File: config.mk
export PLATFORM = sky130hd
export DESIGN_NAME = inst_rr_scheduler
export DESIGN_NICKNAME = d
export VERILOG_FILES = /design/src/rtl/inst_rr_scheduler.sv
export SDC_FILE = /design/constraint.sdc
export NUM_CORES = 1
export LEC_CHECK = 0
export BUFFER_PORTS_ARGS = -buffer_cell sky130_fd_sc_hd__buf_2
export CORE_AREA = 2 2 67 69
export CTS_BUF_LIST = sky130_fd_sc_hd__clkbuf_2 sky130_fd_sc_hd__clkbuf_4 sky130_fd_sc_hd__clkbuf_8
export DETAILED_ROUTE_END_ITERATION = 16
export DIE_AREA = 0 0 69 71
export GPL_TIMING_DRIVEN = 0
export PLACE_DENSITY = 0.73
export SYNTH_ARGS = -nofsm -noshare
export SYNTH_HDL_FRONTEND = slang
export SYNTH_SLANG_ARGS = --single-unit
File: constraint.sdc
create_clock -name clk -period 4 [get_ports clk]
set_input_delay 0.8 -clock clk [delete_from_list [all_inputs] [get_ports clk]]
set_output_delay 0.8 -clock clk [all_outputs]
set_load 0.005 [all_outputs]
File: src/rtl/inst_rr_scheduler.sv
// inst_rr_scheduler: round-robin owner of a shared resource among N_REQ sibling
// instances. Issues a registered one-hot grant, ends each tenure on done, request
// drop or hold limit, inserts one dead cycle, then rotates priority past the owner.
module inst_rr_scheduler #(
  parameter int unsigned N_REQ    = 5,
  parameter int unsigned MAX_HOLD = 8
) (
  input  logic                     clk,
  input  logic                     rst_n,
  input  logic [N_REQ-1:0]         req_i,
  input  logic [N_REQ-1:0]         done_i,
  output logic [N_REQ-1:0]         gnt_o,
  output logic                     gnt_valid_o,
  output logic [$clog2(N_REQ)-1:0] gnt_id_o,
  output logic                     timeout_pulse_o,
  output logic                     busy_o
);

  localparam int unsigned IDW = $clog2(N_REQ);
  localparam int unsigned HW  = $clog2(MAX_HOLD + 1);
  localparam logic [N_REQ-1:0] ONE_HOT0 = {{(N_REQ-1){1'b0}}, 1'b1};
  localparam logic [IDW-1:0]   LAST_IDX = IDW'(N_REQ - 1);
  localparam logic [HW-1:0]    HOLD_MAX = HW'(MAX_HOLD);

  typedef enum logic [1:0] {S_IDLE, S_GRANT, S_GAP} state_e;

  state_e           state_q;
  logic [IDW-1:0]   ptr_q;
  logic [IDW-1:0]   cur_q;
  logic [HW-1:0]    hold_cnt_q;
  logic [N_REQ-1:0] gnt_q;
  logic             gnt_valid_q;
  logic [IDW-1:0]   gnt_id_q;
  logic             timeout_q;
  logic             busy_q;

  logic             pick_found_c;
  logic [IDW-1:0]   pick_idx_c;
  logic             hold_max_c;
  logic             release_c;
  logic             timeout_c;
  logic [IDW-1:0]   ptr_next_c;

  // Rotated priority scan: first requester at or after ptr, wrapping modulo N_REQ.
  always_comb begin
    int unsigned scan;
    pick_found_c = 1'b0;
    pick_idx_c   = '0;
    for (int unsigned k = 0; k < N_REQ; k++) begin
      scan = 32'(ptr_q) + k;
      if (scan >= N_REQ) scan = scan - N_REQ;
      if (!pick_found_c && req_i[IDW'(scan)]) begin
        pick_found_c = 1'b1;
        pick_idx_c   = IDW'(scan);
      end
    end
  end

  // Tenure end causes in priority order: done, request drop, hold limit.
  always_comb begin
    hold_max_c = (hold_cnt_q == HOLD_MAX);
    release_c  = done_i[cur_q] | ~req_i[cur_q] | hold_max_c;
    timeout_c  = ~done_i[cur_q] & req_i[cur_q] & hold_max_c;
    ptr_next_c = (cur_q == LAST_IDX) ? '0 : cur_q + IDW'(1);
  end

  // Scheduler state machine with all outputs registered.
  always_ff @(posedge clk or negedge rst_n) begin
    if (!rst_n) begin
      state_q     <= S_IDLE;
      ptr_q       <= '0;
      cur_q       <= '0;
      hold_cnt_q  <= '0;
      gnt_q       <= '0;
      gnt_valid_q <= 1'b0;
      gnt_id_q    <= '0;
      timeout_q   <= 1'b0;
      busy_q      <= 1'b0;
    end else begin
      timeout_q <= 1'b0;
      unique case (state_q)
        S_IDLE, S_GAP: begin
          if (pick_found_c) begin
            state_q     <= S_GRANT;
            cur_q       <= pick_idx_c;
            hold_cnt_q  <= HW'(1);
            gnt_q       <= ONE_HOT0 << pick_idx_c;
            gnt_valid_q <= 1'b1;
            gnt_id_q    <= pick_idx_c;
            busy_q      <= 1'b1;
          end else begin
            state_q <= S_IDLE;
            busy_q  <= 1'b0;
          end
        end
        S_GRANT: begin
          if (release_c) begin
            state_q     <= S_GAP;
            ptr_q       <= ptr_next_c;
            hold_cnt_q  <= '0;
            gnt_q       <= '0;
            gnt_valid_q <= 1'b0;
            gnt_id_q    <= '0;
            timeout_q   <= timeout_c;
            busy_q      <= 1'b1;
          end else begin
            hold_cnt_q <= hold_cnt_q + HW'(1);
          end
        end
        default: begin
          state_q <= S_IDLE;
          busy_q  <= 1'b0;
        end
      endcase
    end
  end

  assign gnt_o           = gnt_q;
  assign gnt_valid_o     = gnt_valid_q;
  assign gnt_id_o        = gnt_id_q;
  assign timeout_pulse_o = timeout_q;
  assign busy_o          = busy_q;

endmodule

==> impl_metrics.ini, run 1 <==
[global_route]
first_global_vias = 1899
grt_overflow_total = 0
grt_max_degree = 24
antenna_found_initial = 0
grt_pass1_wl_mm = 9.04
grt_use_total = 0.228

[min_path]
min_path_type = primary input to async pin

[synth]
synth-seq-cells = 23
netlist.area_leader.share = 0.261
ys_seq_area_frac = 0.261
synthAdderAreaFrac = 0.0772
synth_edf_count = 0
syn-cell-area_um2 = 2200
yosys.area.top_type = dfrtp_1
synthSimpleGateAreaFrac = 0.235
avgSynthCellArea_um2 = 8.61
synth.distinct_cells = 67
synthXorXnorAreaFrac = 0.00795
syn_inst = 256
synth_area_leaders = dfrtp_1 26%, ha_1 6.8%, nand2_1 4.9%
ys.warnings.count = 0
synthMuxAreaShare = 0.0829
synth_top_family_by_area = compound AO/OA/AOI/OAI gates
synth_most_common_cell = nand2_1
syn-num-nets = 281
async_flop_share = 1.00
synthFlopType = dfrtp_1
synthTopCellsByCount = 29 x nand2_1, 23 x dfrtp_1, 17 x nor2_1, 17 x o21ai_0
synth_compound_area_frac = 0.274

[sta]
grt_setup_unrepaired = no
hold_violations = 0
slew_viol_final = 0
worst_pin_slew_ps = 510
fin_setup_tns_ps = 0
setup_violations = 0
slew_headroom = 0.651
period_minus_slack_ps = 3790
clock_skew_ps = 5.27
max_freq_ghz = 0.264
fin_crit_sh = 0.946

[routing]
routedWlPerCell_um = 16.2
routed_wirelength_mm = 5.37
routed.top_layer = met4
wl_met2_mm = 2.54
vias_per_cell = 6.10
vias = 2024
route.met3.wl_um = 267
drtPass1Iterations = 4
drc_errors = 0
ant_nets = 0
drt_iter0_markers = 112
wl_met1_mm = 2.48

[clocking]
clock-sinks = 23
cts_buffers = 3
insertion_delay_ps = 270
cts_tree = yes
htreeDepth = 1
root_buffer = clkbuf_8
ctsLongestPathBuffers = 2
postCtsSetupRepairBufs = 0
cts_hold_buf = 0
clk_pin_slew_ps = 80

[die]
die_h_um = 71
ios = 23
initial_core_util = 0.524
core_um2 = 4200
rows = 24
die_area_um2 = 4900
die_w_um = 69

[place]
placed_area_um2 = 2370
dp_hpwl_mm = 4.18
place_congestion = 0.904
port_buffers = 20

[critical_path]
crit_fanout = 11
critPathRequiredTime_ps = 4160
crit_path_end_kind = flip-flop
criticalPathCategory = flip-flop to flip-flop
cp.arrival_ps = 3950
critPathLaunchType = flip-flop

[cells_and_area]
antenna_cells = 0
synthToLayoutAreaGrowth_pct = 10.6
layout-drive-gt1-share = 0.204
fin_nets = 306
finalInstanceArea_um2 = 2440

[run]
cap_violations = 0

[run_status]
status = completed
[sequential cells by signal, indices dropped and copies added, names as in the netlist]
register         cells
gnt_o                5
hold_cnt_q           4
cur_q                3
gnt_id_o             3
ptr_q                3
state_q              2
busy_o               1
gnt_valid_o          1
timeout_pulse_o      1
[what timing repair did]
action	4_1_cts	5_1_grt
endpoints found under the setup margin	0	11
resized for setup	0	3
hold endpoints to repair	0	0
[placed cells by master (no fill, tap or decap), types with 3 or more instances in the layout]
cell type and n:
a21oi_1 11, o22ai_1 3, mux2i_1 10, nand2_1 29, inv_1 14, nand2b_1 5
o21ai_0 17, clkbuf_8 3, or4_1 3, o31ai_1 4, a221oi_2 3, dfrtp_1 23
ha_1 12, buf_2 28, nor2b_1 5, nor2_1 17, a22o_1 3, a21o_1 6
nand4_1 3, nand3_1 14, o32ai_1 3, a211oi_1 3, mux4_2 3
[final timing paths]
kind	start	to	cells after the start	slack (ps)
max	ptr_q[0]	gnt_o[2]	13	210
min	rst_n	gnt_o[4]	1	480
max reg2reg	ptr_q[0]	gnt_o[2]	13	210
min reg2reg	gnt_valid_o	gnt_valid_o	2	480
max in group asynchronous	rst_n	ptr_q[1]	1	3180
min in group clk	gnt_valid_o	gnt_valid_o	2	480
[layer usage]
layer	vias to the layer above	global-route usage
met3	7	0.0199
li1	1008	-
met2	55	0.381
met1	954	0.310
met5	-	0
met4	0	0.0806
[critical path, cell delays in order, from the launching register on]
cell       delay [ps]
dfrtp_1           430
buf_6             160
inv_2             180
buf_2             290
ha_1              200
inv_1              50
fa_1              440
nor2_1            320
mux4_2            300
o2bb2ai_4         120
or4bb_1           490
a32oi_1           260
o21ai_2           160
a32o_1            280
[cell type report]
cell class / instances / area, um2
inverters: 16 / 60.1
well taps: 52 / 65.1
plain buffers: 13 / 77.6
repair buffers: 20 / 100
fillers: 404 / 1770
multi-input cells: 204 / 1510
clock buffers: 3 / 41.3
flip-flops and latches: 23 / 576
clock inverters: 1 / 5.00
[metrics by stage]
step                      utilization  hold slack [ps]  setup slack [ps]  cells
final                           0.580              481               214    332
after global routing            0.580              529              14.5    332
after CTS                       0.574              484               135    332
after detailed placement        0.563              464               146    328
after global placement          0.563              460               200    328
after floorplan                     -              471               671    256
[kinds of logic (layout without fill, tap and decap cells)]
kind of cell	count (synthesis)	count (layout)
mux	14	14
flops	23	23
compound gates	79	79
xor+xnor	2	2
fa+ha+maj	13	13
buf+inv	29	53
simple gates	96	96
Power of run 1 is left out: the tool's default activity adds up to more than one toggle a clock period on the data nets, which glitch-free logic cannot reach.
==> inputs of run 2 (changes only) <==
--- a/config.mk
+++ b/config.mk
@@ -5,13 +5,15 @@
 export SDC_FILE = /design/constraint.sdc
 export NUM_CORES = 1
 export LEC_CHECK = 0
+export ABC_AREA = 1
 export BUFFER_PORTS_ARGS = -buffer_cell sky130_fd_sc_hd__buf_2
-export CORE_AREA = 2 2 67 69
+export CORE_AREA = 2 2 64 66
 export CTS_BUF_LIST = sky130_fd_sc_hd__clkbuf_2 sky130_fd_sc_hd__clkbuf_4 sky130_fd_sc_hd__clkbuf_8
 export DETAILED_ROUTE_END_ITERATION = 16
-export DIE_AREA = 0 0 69 71
+export DIE_AREA = 0 0 66 68
 export GPL_TIMING_DRIVEN = 0
 export PLACE_DENSITY = 0.73
 export SYNTH_ARGS = -nofsm -noshare
 export SYNTH_HDL_FRONTEND = slang
 export SYNTH_SLANG_ARGS = --single-unit
+export TNS_END_PERCENT = 5
==> run 2 against run 1 <==
  * Core utilization is 1.1 points lower
  * Final cell count up 7.8%
  * Clock-buffer cell count unchanged
  * Sequential cell count unchanged
  * Sequential share of layout area is 2.6 points higher
  * Critical path depth up 5
  * Hold slack lost 8.0 ps
  * Clock skew is 1.3 ps lower
==> impl_metrics.ini, run 2 <==
[run_status]
status = completed

[critical_path]
timing.rr.end = hold_cnt_q[0]
critPathLaunchType = flip-flop
ff2ff_path_depth = 18
crit_fanout = 9
crit_start = ptr_q[0]
rrSetupSlack_ps = 830
reg2reg_from = ptr_q[0]
cpMostUsedCell = nand2_1
crit_chain = buf_6, inv_2, ha_1, inv_1, fa_1, a21oi_1, nand2_1, nand2_1, nand2_1, nand3_1, nand3_1, nand2_2, nand3_2, nor2_4, a21oi_4, inv_4, nand2_2, o21a_1
cp_slowest_stage_delay_ps = 430
slowest_stage = dfrtp_1
cp.arrival_ps = 3330
crit_path_end_kind = flip-flop
criticalPathCategory = flip-flop to flip-flop
critPathRequiredTime_ps = 4170

[sta]
period_minus_slack_ps = 3170
max_freq_ghz = 0.316
slew_headroom = 0.661
setup_violations = 0
fin_setup_tns_ps = 0
slew_viol_final = 0
fin_crit_sh = 0.792
worst_pin_slew_ps = 509
clock_skew_ps = 3.97
grt_setup_unrepaired = no
hold_violations = 0

[synth]
synthFlopType = dfrtp_1
synth-seq-cells = 23
synth_area_leaders = dfrtp_1 29%, nand2_1 14%, nand3_1 11%
synth.distinct_cells = 30
ys_seq_area_frac = 0.291
synth_edf_count = 0
netlist.area_leader.share = 0.291
syn-cell-area_um2 = 1980
avgSynthCellArea_um2 = 7.00
synthTopCellsByCount = 74 x nand2_1, 42 x nand3_1, 32 x inv_1
yosys.area.top_type = dfrtp_1
async_flop_share = 1.00
ys.warnings.count = 0
syn_inst = 283
synth_most_common_cell = nand2_1
syn-num-nets = 308

[routing]
ant_nets = 0
vias = 1898
vias_per_cell = 5.30
drt_iter0_markers = 92
routedWlPerCell_um = 12.5
drc_errors = 0
drtPass1Iterations = 4
routed_wirelength_mm = 4.49

[die]
die_h_um = 68
die_area_um2 = 4490
ios = 23
initial_core_util = 0.514
core_um2 = 3860
die_w_um = 66
rows = 23

[global_route]
first_global_vias = 1884
grt_overflow_total = 0
grt_pass1_wl_mm = 8.03
antenna_found_initial = 0
grt_use_total = 0.227
grt_max_degree = 24

[cells_and_area]
seq_area_um2 = 576
layout-drive-gt1-share = 0.201
synthToLayoutAreaGrowth_pct = 10.8
multi_input_area_um2 = 1230
antenna_cells = 0
fin_nets = 334
layout_commonest_cell = nand2_1
final_cell_mix = 74 x nand2_1, 42 x nand3_1, 32 x inv_1
fillers = 409
largest_reg_flops = 5

[clocking]
ctsLongestPathBuffers = 2
cts_buffers = 3
cts_resized = 0
htreeDepth = 1
clock-sinks = 23
postCtsSetupRepairBufs = 0
cts_tree = yes
clk_pin_slew_ps = 80
root_buffer = clkbuf_8
insertion_delay_ps = 270
cts_hold_buf = 0

[min_path]
worstHoldStart = gnt_o[4]
holdPathStages = 2
min_to = gnt_o[4]
min_path_type = flip-flop to flip-flop

[run]
cap_violations = 0

[place]
port_buffers = 21
place_congestion = 0.876
dp_hpwl_mm = 3.67
## run 2: cell count changes after synthesis, sizes merged, moves of 4 or more
cell and change:
nand2 +56, nand3 +33, inv +25, a21oi -10, buf -10, mux2i -10
a21o -7, nand4 +7, o21ai +7, nand2b -5, nor2b -5, a211oi -4
## run 2: worst max-delay path by stage
stage               slack (ps)  cells past startpoint             to
floorplan                 1230                     18  hold_cnt_q[0]
global placement           920                     18  hold_cnt_q[0]
detailed placement         880                     18  hold_cnt_q[0]
CTS                        860                     18    gnt_id_o[0]
global route               470                     18       gnt_o[2]
finish                     830                     18  hold_cnt_q[0]
## run 2: area by class of cell
type,count,area share
multi-input combinational,217,0.562
sequential,23,0.262
inverter,41,0.0713
timing repair buffer,21,0.0479
tap,50,0.0285
clock buffer,3,0.0188
buffer,2,0.00684
clock inverter,1,0.00228
## run 2: cell families (layout without fill, tap and decap cells)
kind of cell    count (synthesis)  in the layout  share of synthesized area
simple gates                  160            160                      0.392
buf+inv                        43             68                     0.0865
compound gates                 40             40                      0.127
flops                          23             23                      0.291
fa+ha+maj                      13             13                     0.0859
xor+xnor                        4              4                     0.0177
## run 2: through the flow
step                setup slack, ps  instance area [um2]  utilization  hold WS [ps]  std cells
floorplan                      1230                 1980            -           465        283
CTS                             864                 2190        0.569           478        358
global route                    475                 2190        0.569           505        358
global placement                922                 2150        0.557           451        354
detailed placement              879                 2150        0.557           458        354
finish                          833                 2190        0.569           473        358
## run 2: critical path, delay by kind of cell, from the launching register on
| family | cells | cell delay (ps) |
|---|---|---|
| simple gates | 9 | 1010 |
| fa+ha+maj | 2 | 610 |
| compound gates | 3 | 540 |
| buf+inv | 4 | 480 |
| flops | 1 | 430 |
## run 2: layer usage
metal	wire length [um]	up-vias	GRT usage
met2	2220	26	0.413
met4	61	0	0.0612
met1	2090	869	0.292
met3	111	6	0.0181
met5	0	-	0
li1	-	997	-
Power of run 2 is left out for the same reason.
